[src/rtl/bp_peer_if.sv]
// -----------------------------------------------------------------------------
// bp_peer_if
//
// Purpose: the blocking-port pair between bp_peer and a generated SCAM module.
// A word moves on a rising clock edge where the relevant sync and notify are
// both high.
//
// Signals:
//   m_in         word offered to the module's blocking input
//   m_in_sync    peer has a word available on m_in
//   m_in_notify  module is ready to read m_in
//   m_out        word written by the module's blocking output
//   m_out_notify module is writing m_out
//   m_out_sync   peer is ready to accept m_out
//
// Modports:
//   master  peer side (bp_peer)
//   slave   module side
// -----------------------------------------------------------------------------
interface bp_peer_if #(
    parameter int DATA_W = 32
);
    logic signed [DATA_W-1:0] m_in;
    logic                     m_in_sync;
    logic                     m_in_notify;
    logic signed [DATA_W-1:0] m_out;
    logic                     m_out_notify;
    logic                     m_out_sync;

    modport master (
        output m_in,
        output m_in_sync,
        input  m_in_notify,
        input  m_out,
        input  m_out_notify,
        output m_out_sync
    );

    modport slave (
        input  m_in,
        input  m_in_sync,
        output m_in_notify,
        output m_out,
        output m_out_notify,
        input  m_out_sync
    );
endinterface

[src/rtl/bp_peer.sv]
// -----------------------------------------------------------------------------
// bp_peer
//
// Purpose: environment-side peer for one blocking input port and one blocking
// output port of a generated SCAM module. The transmit side buffers locally
// pushed words and offers them on the module's blocking input; the receive
// side accepts words from the module's blocking output and buffers them for
// a local pop interface.
//
// Optional feature: define BP_PEER_CHECKSUM_EN to build a 32-bit wrapping sum
// of every word accepted on m_out (rx_checksum). Undefined, rx_checksum is 0.
//
// Parameters:
//   DEPTH   entries per FIFO (power of two, >= 2)
//   CNT_W   width of the transfer counters
//   DATA_W  word width
//
// Ports:
//   clk          clock, rising edge
//   rst          asynchronous, active-low reset
//   push         enqueue push_data into the TX FIFO
//   push_data    word to enqueue
//   tx_full      TX FIFO holds DEPTH words
//   bus          blocking-port pair towards the module (master modport)
//   pop          dequeue the RX head
//   pop_data     RX head (0 while rx_empty)
//   rx_empty     RX FIFO empty
//   tx_count     completed transfers on m_in  (wraps)
//   rx_count     completed transfers on m_out (wraps)
//   ovf          sticky: push while full
//   unf          sticky: pop while empty
//   rx_checksum  wrapping sum of accepted m_out words (0 when not built)
//
// Every output is a function of registered state only.
// -----------------------------------------------------------------------------
module bp_peer #(
    parameter int DEPTH  = 4,
    parameter int CNT_W  = 16,
    parameter int DATA_W = 32
) (
    input  logic                     clk,
    input  logic                     rst,
    input  logic                     push,
    input  logic signed [DATA_W-1:0] push_data,
    output logic                     tx_full,
    bp_peer_if.master                bus,
    input  logic                     pop,
    output logic signed [DATA_W-1:0] pop_data,
    output logic                     rx_empty,
    output logic [CNT_W-1:0]         tx_count,
    output logic [CNT_W-1:0]         rx_count,
    output logic                     ovf,
    output logic                     unf,
    output logic [DATA_W-1:0]        rx_checksum
);

    localparam int PTR_W = $clog2(DEPTH);
    localparam int OCC_W = PTR_W + 1;
    localparam logic [OCC_W-1:0] OCC_FULL = OCC_W'(DEPTH);

    // ------------------------------------------------------------------
    // Storage and control state
    // ------------------------------------------------------------------
    logic signed [DATA_W-1:0] tx_mem [DEPTH];
    logic signed [DATA_W-1:0] rx_mem [DEPTH];

    logic [PTR_W-1:0] tx_wr_ptr;
    logic [PTR_W-1:0] tx_rd_ptr;
    logic [OCC_W-1:0] tx_occ;
    logic [PTR_W-1:0] rx_wr_ptr;
    logic [PTR_W-1:0] rx_rd_ptr;
    logic [OCC_W-1:0] rx_occ;

    logic tx_empty;
    logic rx_full;

    // Event qualifiers, all judged on pre-edge state.
    logic tx_wr_en;
    logic tx_xfer;
    logic rx_xfer;
    logic rx_rd_en;

    assign tx_full  = (tx_occ == OCC_FULL);
    assign tx_empty = (tx_occ == '0);
    assign rx_full  = (rx_occ == OCC_FULL);
    assign rx_empty = (rx_occ == '0);

    // A full TX FIFO drops the push even if the head leaves on the same edge.
    assign tx_wr_en = push && !tx_full;
    assign tx_xfer  = !tx_empty && bus.m_in_notify;
    assign rx_xfer  = !rx_full && bus.m_out_notify;
    assign rx_rd_en = pop && !rx_empty;

    // ------------------------------------------------------------------
    // Port outputs
    // ------------------------------------------------------------------
    // Heads read as 0 while empty so reset values are well defined without
    // clearing the storage arrays.
    assign bus.m_in       = tx_empty ? '0 : tx_mem[tx_rd_ptr];
    assign bus.m_in_sync  = !tx_empty;
    assign bus.m_out_sync = !rx_full;
    assign pop_data       = rx_empty ? '0 : rx_mem[rx_rd_ptr];

    // ------------------------------------------------------------------
    // TX FIFO
    // ------------------------------------------------------------------
    always_ff @(posedge clk) begin
        if (tx_wr_en) begin
            tx_mem[tx_wr_ptr] <= push_data;
        end
    end

    always_ff @(posedge clk or negedge rst) begin
        if (!rst) begin
            tx_wr_ptr <= '0;
            tx_rd_ptr <= '0;
            tx_occ    <= '0;
        end else begin
            if (tx_wr_en) begin
                tx_wr_ptr <= tx_wr_ptr + PTR_W'(1);
            end
            if (tx_xfer) begin
                tx_rd_ptr <= tx_rd_ptr + PTR_W'(1);
            end
            if (tx_wr_en && !tx_xfer) begin
                tx_occ <= tx_occ + OCC_W'(1);
            end else if (!tx_wr_en && tx_xfer) begin
                tx_occ <= tx_occ - OCC_W'(1);
            end
        end
    end

    // ------------------------------------------------------------------
    // RX FIFO
    // ------------------------------------------------------------------
    always_ff @(posedge clk) begin
        if (rx_xfer) begin
            rx_mem[rx_wr_ptr] <= bus.m_out;
        end
    end

    always_ff @(posedge clk or negedge rst) begin
        if (!rst) begin
            rx_wr_ptr <= '0;
            rx_rd_ptr <= '0;
            rx_occ    <= '0;
        end else begin
            if (rx_xfer) begin
                rx_wr_ptr <= rx_wr_ptr + PTR_W'(1);
            end
            if (rx_rd_en) begin
                rx_rd_ptr <= rx_rd_ptr + PTR_W'(1);
            end
            if (rx_xfer && !rx_rd_en) begin
                rx_occ <= rx_occ + OCC_W'(1);
            end else if (!rx_xfer && rx_rd_en) begin
                rx_occ <= rx_occ - OCC_W'(1);
            end
        end
    end

    // ------------------------------------------------------------------
    // Counters and sticky error flags
    // ------------------------------------------------------------------
    always_ff @(posedge clk or negedge rst) begin
        if (!rst) begin
            tx_count <= '0;
            rx_count <= '0;
            ovf      <= 1'b0;
            unf      <= 1'b0;
        end else begin
            if (tx_xfer) begin
                tx_count <= tx_count + CNT_W'(1);
            end
            if (rx_xfer) begin
                rx_count <= rx_count + CNT_W'(1);
            end
            if (push && tx_full) begin
                ovf <= 1'b1;
            end
            if (pop && rx_empty) begin
                unf <= 1'b1;
            end
        end
    end

    // ------------------------------------------------------------------
    // Optional receive checksum
    // ------------------------------------------------------------------
`ifdef BP_PEER_CHECKSUM_EN
    logic [DATA_W-1:0] checksum;

    always_ff @(posedge clk or negedge rst) begin
        if (!rst) begin
            checksum <= '0;
        end else if (rx_xfer) begin
            checksum <= checksum + $unsigned(bus.m_out);
        end
    end

    assign rx_checksum = checksum;
`else
    assign rx_checksum = '0;
`endif

endmodule

[src/flat_wrapper.sv]
// flat-port wrapper written by rule: the top's interface ports become plain ports
module bp_peer_flat 
#(
    parameter int DEPTH  = 4,
    parameter int CNT_W  = 16,
    parameter int DATA_W = 32
)
  (clk, rst, push, push_data, tx_full, pop, pop_data, rx_empty, tx_count, rx_count, ovf, unf, rx_checksum, bus_m_in, bus_m_in_sync, bus_m_in_notify, bus_m_out, bus_m_out_notify, bus_m_out_sync);
  bp_peer_if #(.DATA_W(DATA_W)) bus_i ();
  input  logic clk;
  input  logic rst;
  input  logic push;
  input  logic signed [DATA_W-1:0] push_data;
  output logic tx_full;
  input  logic pop;
  output logic signed [DATA_W-1:0] pop_data;
  output logic rx_empty;
  output logic [CNT_W-1:0] tx_count;
  output logic [CNT_W-1:0] rx_count;
  output logic ovf;
  output logic unf;
  output logic [DATA_W-1:0] rx_checksum;
  output wire logic [$bits(bus_i.m_in)-1:0] bus_m_in;
  output wire logic [$bits(bus_i.m_in_sync)-1:0] bus_m_in_sync;
  input wire logic [$bits(bus_i.m_in_notify)-1:0] bus_m_in_notify;
  input wire logic [$bits(bus_i.m_out)-1:0] bus_m_out;
  input wire logic [$bits(bus_i.m_out_notify)-1:0] bus_m_out_notify;
  output wire logic [$bits(bus_i.m_out_sync)-1:0] bus_m_out_sync;
  assign bus_m_in = bus_i.m_in;
  assign bus_m_in_sync = bus_i.m_in_sync;
  assign bus_i.m_in_notify = bus_m_in_notify;
  assign bus_i.m_out = bus_m_out;
  assign bus_i.m_out_notify = bus_m_out_notify;
  assign bus_m_out_sync = bus_i.m_out_sync;
  bp_peer #(.DEPTH(DEPTH), .CNT_W(CNT_W), .DATA_W(DATA_W)) u_core (.clk(clk), .rst(rst), .push(push), .push_data(push_data), .tx_full(tx_full), .bus(bus_i), .pop(pop), .pop_data(pop_data), .rx_empty(rx_empty), .tx_count(tx_count), .rx_count(rx_count), .ovf(ovf), .unf(unf), .rx_checksum(rx_checksum));
endmodule
[config.mk]
export PLATFORM = sky130hd
export DESIGN_NAME = bp_peer_flat
export DESIGN_NICKNAME = d
export VERILOG_FILES = /design/src/rtl/bp_peer_if.sv /design/src/rtl/bp_peer.sv /design/src/flat_wrapper.sv
export SDC_FILE = /design/constraint.sdc
export NUM_CORES = 1
export LEC_CHECK = 0
export CORE_ASPECT_RATIO = 0.9
export CORE_MARGIN = 1.5
export CORE_UTILIZATION = 30
export DETAILED_ROUTE_END_ITERATION = 10
export GPL_ROUTABILITY_DRIVEN = 0
export PLACE_DENSITY_LB_ADDON = 0.2
export SYNTH_ARGS = -nofsm -noshare
export SYNTH_HDL_FRONTEND = slang
export SYNTH_SLANG_ARGS = --single-unit
export TNS_END_PERCENT = 50
[constraint.sdc]
create_clock -name clk -period 5.9 [get_ports clk]
set_input_delay 1.18 -clock clk [delete_from_list [all_inputs] [get_ports clk]]
set_output_delay 1.18 -clock clk [all_outputs]
set_load 0.02 [all_outputs]
==> run_results.csv <==
group,metric,value,unit
sta,slew_headroom,29.4,%
logic_synthesis,syn_avg_cell_area,19.1,um^2
floorplanning,die_area,42000,um^2
global_routing,antenna_found_initial,1,
cts,postCtsSetupRepairBufs,0,
place,dpl_cell_area,14400,um^2
logic_synthesis,yosysWarningCount,0,
cts,h-tree-depth,2,
critical_path,cp.required,4.72,ns
cells_and_area,syn_to_final_growth,27.1,%
logic_synthesis,synth_cells,642,
global_routing,grt_first_pass_wirelength,38900,um
critical_path,cp.arrival,3.10,ns
hold_path,hp-class,"reg2reg",
cells_and_area,regArea,8890,um^2
sta,rsz0062_at_grt,"false",
status,status,"complete, no violations",
cells_and_area,design_area,15600,um^2
detailed_routing,vias,6043,
logic_synthesis,post-synth-top-area-cell,"edfxtp_1",
sta,hold_viol_final,0,
place,port_buffers,171,
place,dp.cells,1335,
cts,insertion_delay,0.51,ns
logic_synthesis,ys_types,36,
global_routing,grt_max_degree,49,
logic_synthesis,ys_seq_elements,304,
cts,cts_sinks,304,
power,ir_drop,0.334,mV
floorplanning,die_h,195,um
cts,cts.clk_slew.worst_paths,0.06,ns
detailed_routing,routed_wl,25000,um
flow_run,max_cap_violations,0,
floorplanning,core_area,40500,um^2
floorplanning,row_count,70,
detailed_routing,drt_iter0_drc,238,
power,p_leak,5.30,nW
logic_synthesis,synth_commonest_cells,"edfxtp_1, mux4_2, nor2b_1",
sta,period_needed,4.28,ns
logic_synthesis,async_reset_ff_share,15.8,%
floorplanning,start_util,30.3,%
place,hpwl,15400,um
detailed_routing,ant_nets,0,
sta,worst_pin_slew,1.06,ns
cts,cts_buffers,35,
cts,cts_tree,"done",
floorplanning,fp.dieW,216,um
power,power_density,529,nW/um^2
global_routing,grt_pass1_vias,6494,
critical_path,cp-start-kind,"register",
logic_synthesis,synth_top_area_share,62.8,%
sta,hold_slack,0.468,ns
cts,clockBufferDepth,3,
detailed_routing,drtPass1Iterations,4,
global_routing,grt_overflow,0,
sta,fin_setup_tns,0,ns
cts,clockRootBuffer,"clkbuf_16",
cells_and_area,fin_cells,1397,
logic_synthesis,netlist_area,12200,um^2
sta,slew_viol_final,0,
critical_path,end_kind,"output pin",
global_routing,track_usage,12.1,%
detailed_routing,routedWlPerCell,17.9,um
critical_path,crit_fanout,23,
detailed_routing,avgViaCountPerCell,4.33,
sta,fmax,0.234,GHz
cells_and_area,layout.nets,916,
sta,fin_skew,0.0160,ns
cells_and_area,drive_gt1_share,16.5,%
floorplanning,ios,204,
critical_path,critPathKind,"reg2out",
detailed_routing,route.detailed.drc,0,
logic_synthesis,synth_ff_type,"edfxtp_1",
logic_synthesis,synth_area_leaders,"edfxtp_1, mux4_2, dfrtp_1",
logic_synthesis,synth.most_common_cell,"edfxtp_1",
cells_and_area,diodes,0,
cts,cts_hold_buf,0,
cts,cts_resized,0,
cells_and_area,fill_cells,3803,
logic_synthesis,ys_seq_area_share,72.6,%
logic_synthesis,synth-edff-count,256,
sta,setup_viol,0,
power,total_power,8.24,mW
cells_and_area,multiInputGateArea,3060,um^2
sta,finalCritPeriodShare,72.5,%
state kept, by name, indices dropped and copies added (netlist names):
register and cells:
u_core.rx_wr_ptr 2, u_core.rx_count 16, u_core.tx_mem 128, u_core.ovf 1, u_core.tx_wr_ptr 2, u_core.tx_count 16, u_core.rx_rd_ptr 2, u_core.rx_mem 128
u_core.tx_occ 3, u_core.rx_occ 3, u_core.tx_rd_ptr 2, u_core.unf 1
cell families (layout without fill, tap and decap cells):
group / after synthesis / in the layout / share of synthesized area, %
DFF: 304 / 304 / 72.6
and+or+nand+nor: 144 / 144 / 6.89
muxes: 67 / 67 / 12.1
buffers and inverters: 65 / 249 / 3.55
xor gates and xnor gates: 42 / 42 / 3.00
adders and majority gates: 14 / 14 / 1.55
AOI/OAI and AO/OA: 5 / 5 / 0.286
other: 1 / 32 / 0.0306
critical path, cell delays in order (launching register included):
cell,delay [ns]
dfrtp_2,0.90
buf_4,0.40
mux4_2,0.54
nor2b_1,0.17
clkdlybuf4s50_1,0.56
placed cells by master (no fill, tap or decap), drive strengths merged, types with 15 or more instances in the layout:
cell type,synthesis,routed
clkbuf,7,43
clkdlybuf4s50,0,170
conb,1,32
dfrtp,48,48
edfxtp,256,256
mux4,64,64
nand2,20,20
nand3,15,15
nor2b,63,63
xnor2,33,33
final cells by class:
cell class,instances,share of cell area [%]
well taps,540,4.34
clock inverters,19,1.28
flip-flops and latches,304,57.1
repair buffers,178,11.3
multi-input cells,304,19.6
clock buffers,43,6.09
inverters,9,0.217
stage by stage:
stage	utilization, %	setup WS, ns
after global placement	35.6	2.07
after global routing	38.5	1.39
after CTS	38.5	1.49
after detailed placement	35.6	2.04
after floorplan	-	3.10
final	38.5	1.62
metal layers:
| metal | share of wire [%] | vias to the layer above | track usage (%) |
|---|---|---|---|
| li1 | - | 2776 | - |
| met5 | 0.048 | - | 0 |
| met4 | 1.7 | 2 | 3.65 |
| met1 | 45 | 3082 | 16.3 |
| met2 | 47 | 144 | 19.0 |
| met3 | 5.5 | 39 | 3.43 |
path summary, 6_finish.rpt:
kind	from	endpoint	slack, ns	cells past startpoint
worst max-delay path	u_core.rx_rd_ptr[0]	pop_data[2]	1.62	4
worst min-delay path	u_core.ovf	u_core.ovf	0.47	1
worst max register to register	u_core.rx_occ[0]	u_core.rx_mem[3][0]	3.33	3
worst min register to register	u_core.ovf	u_core.ovf	0.47	1
max in group asynchronous	rst	u_core.tx_rd_ptr[0]	4.65	2
min in group asynchronous	rst	u_core.unf	0.78	2
power breakdown:
group	internal [mW]	switching [mW]	leakage (nW)
logic	1.47	1.44	1.80
clock network	1.32	0.836	0.554
registers	2.83	0.345	2.95
total	5.62	2.62	5.30
Power figures use the tool's default switching activity.
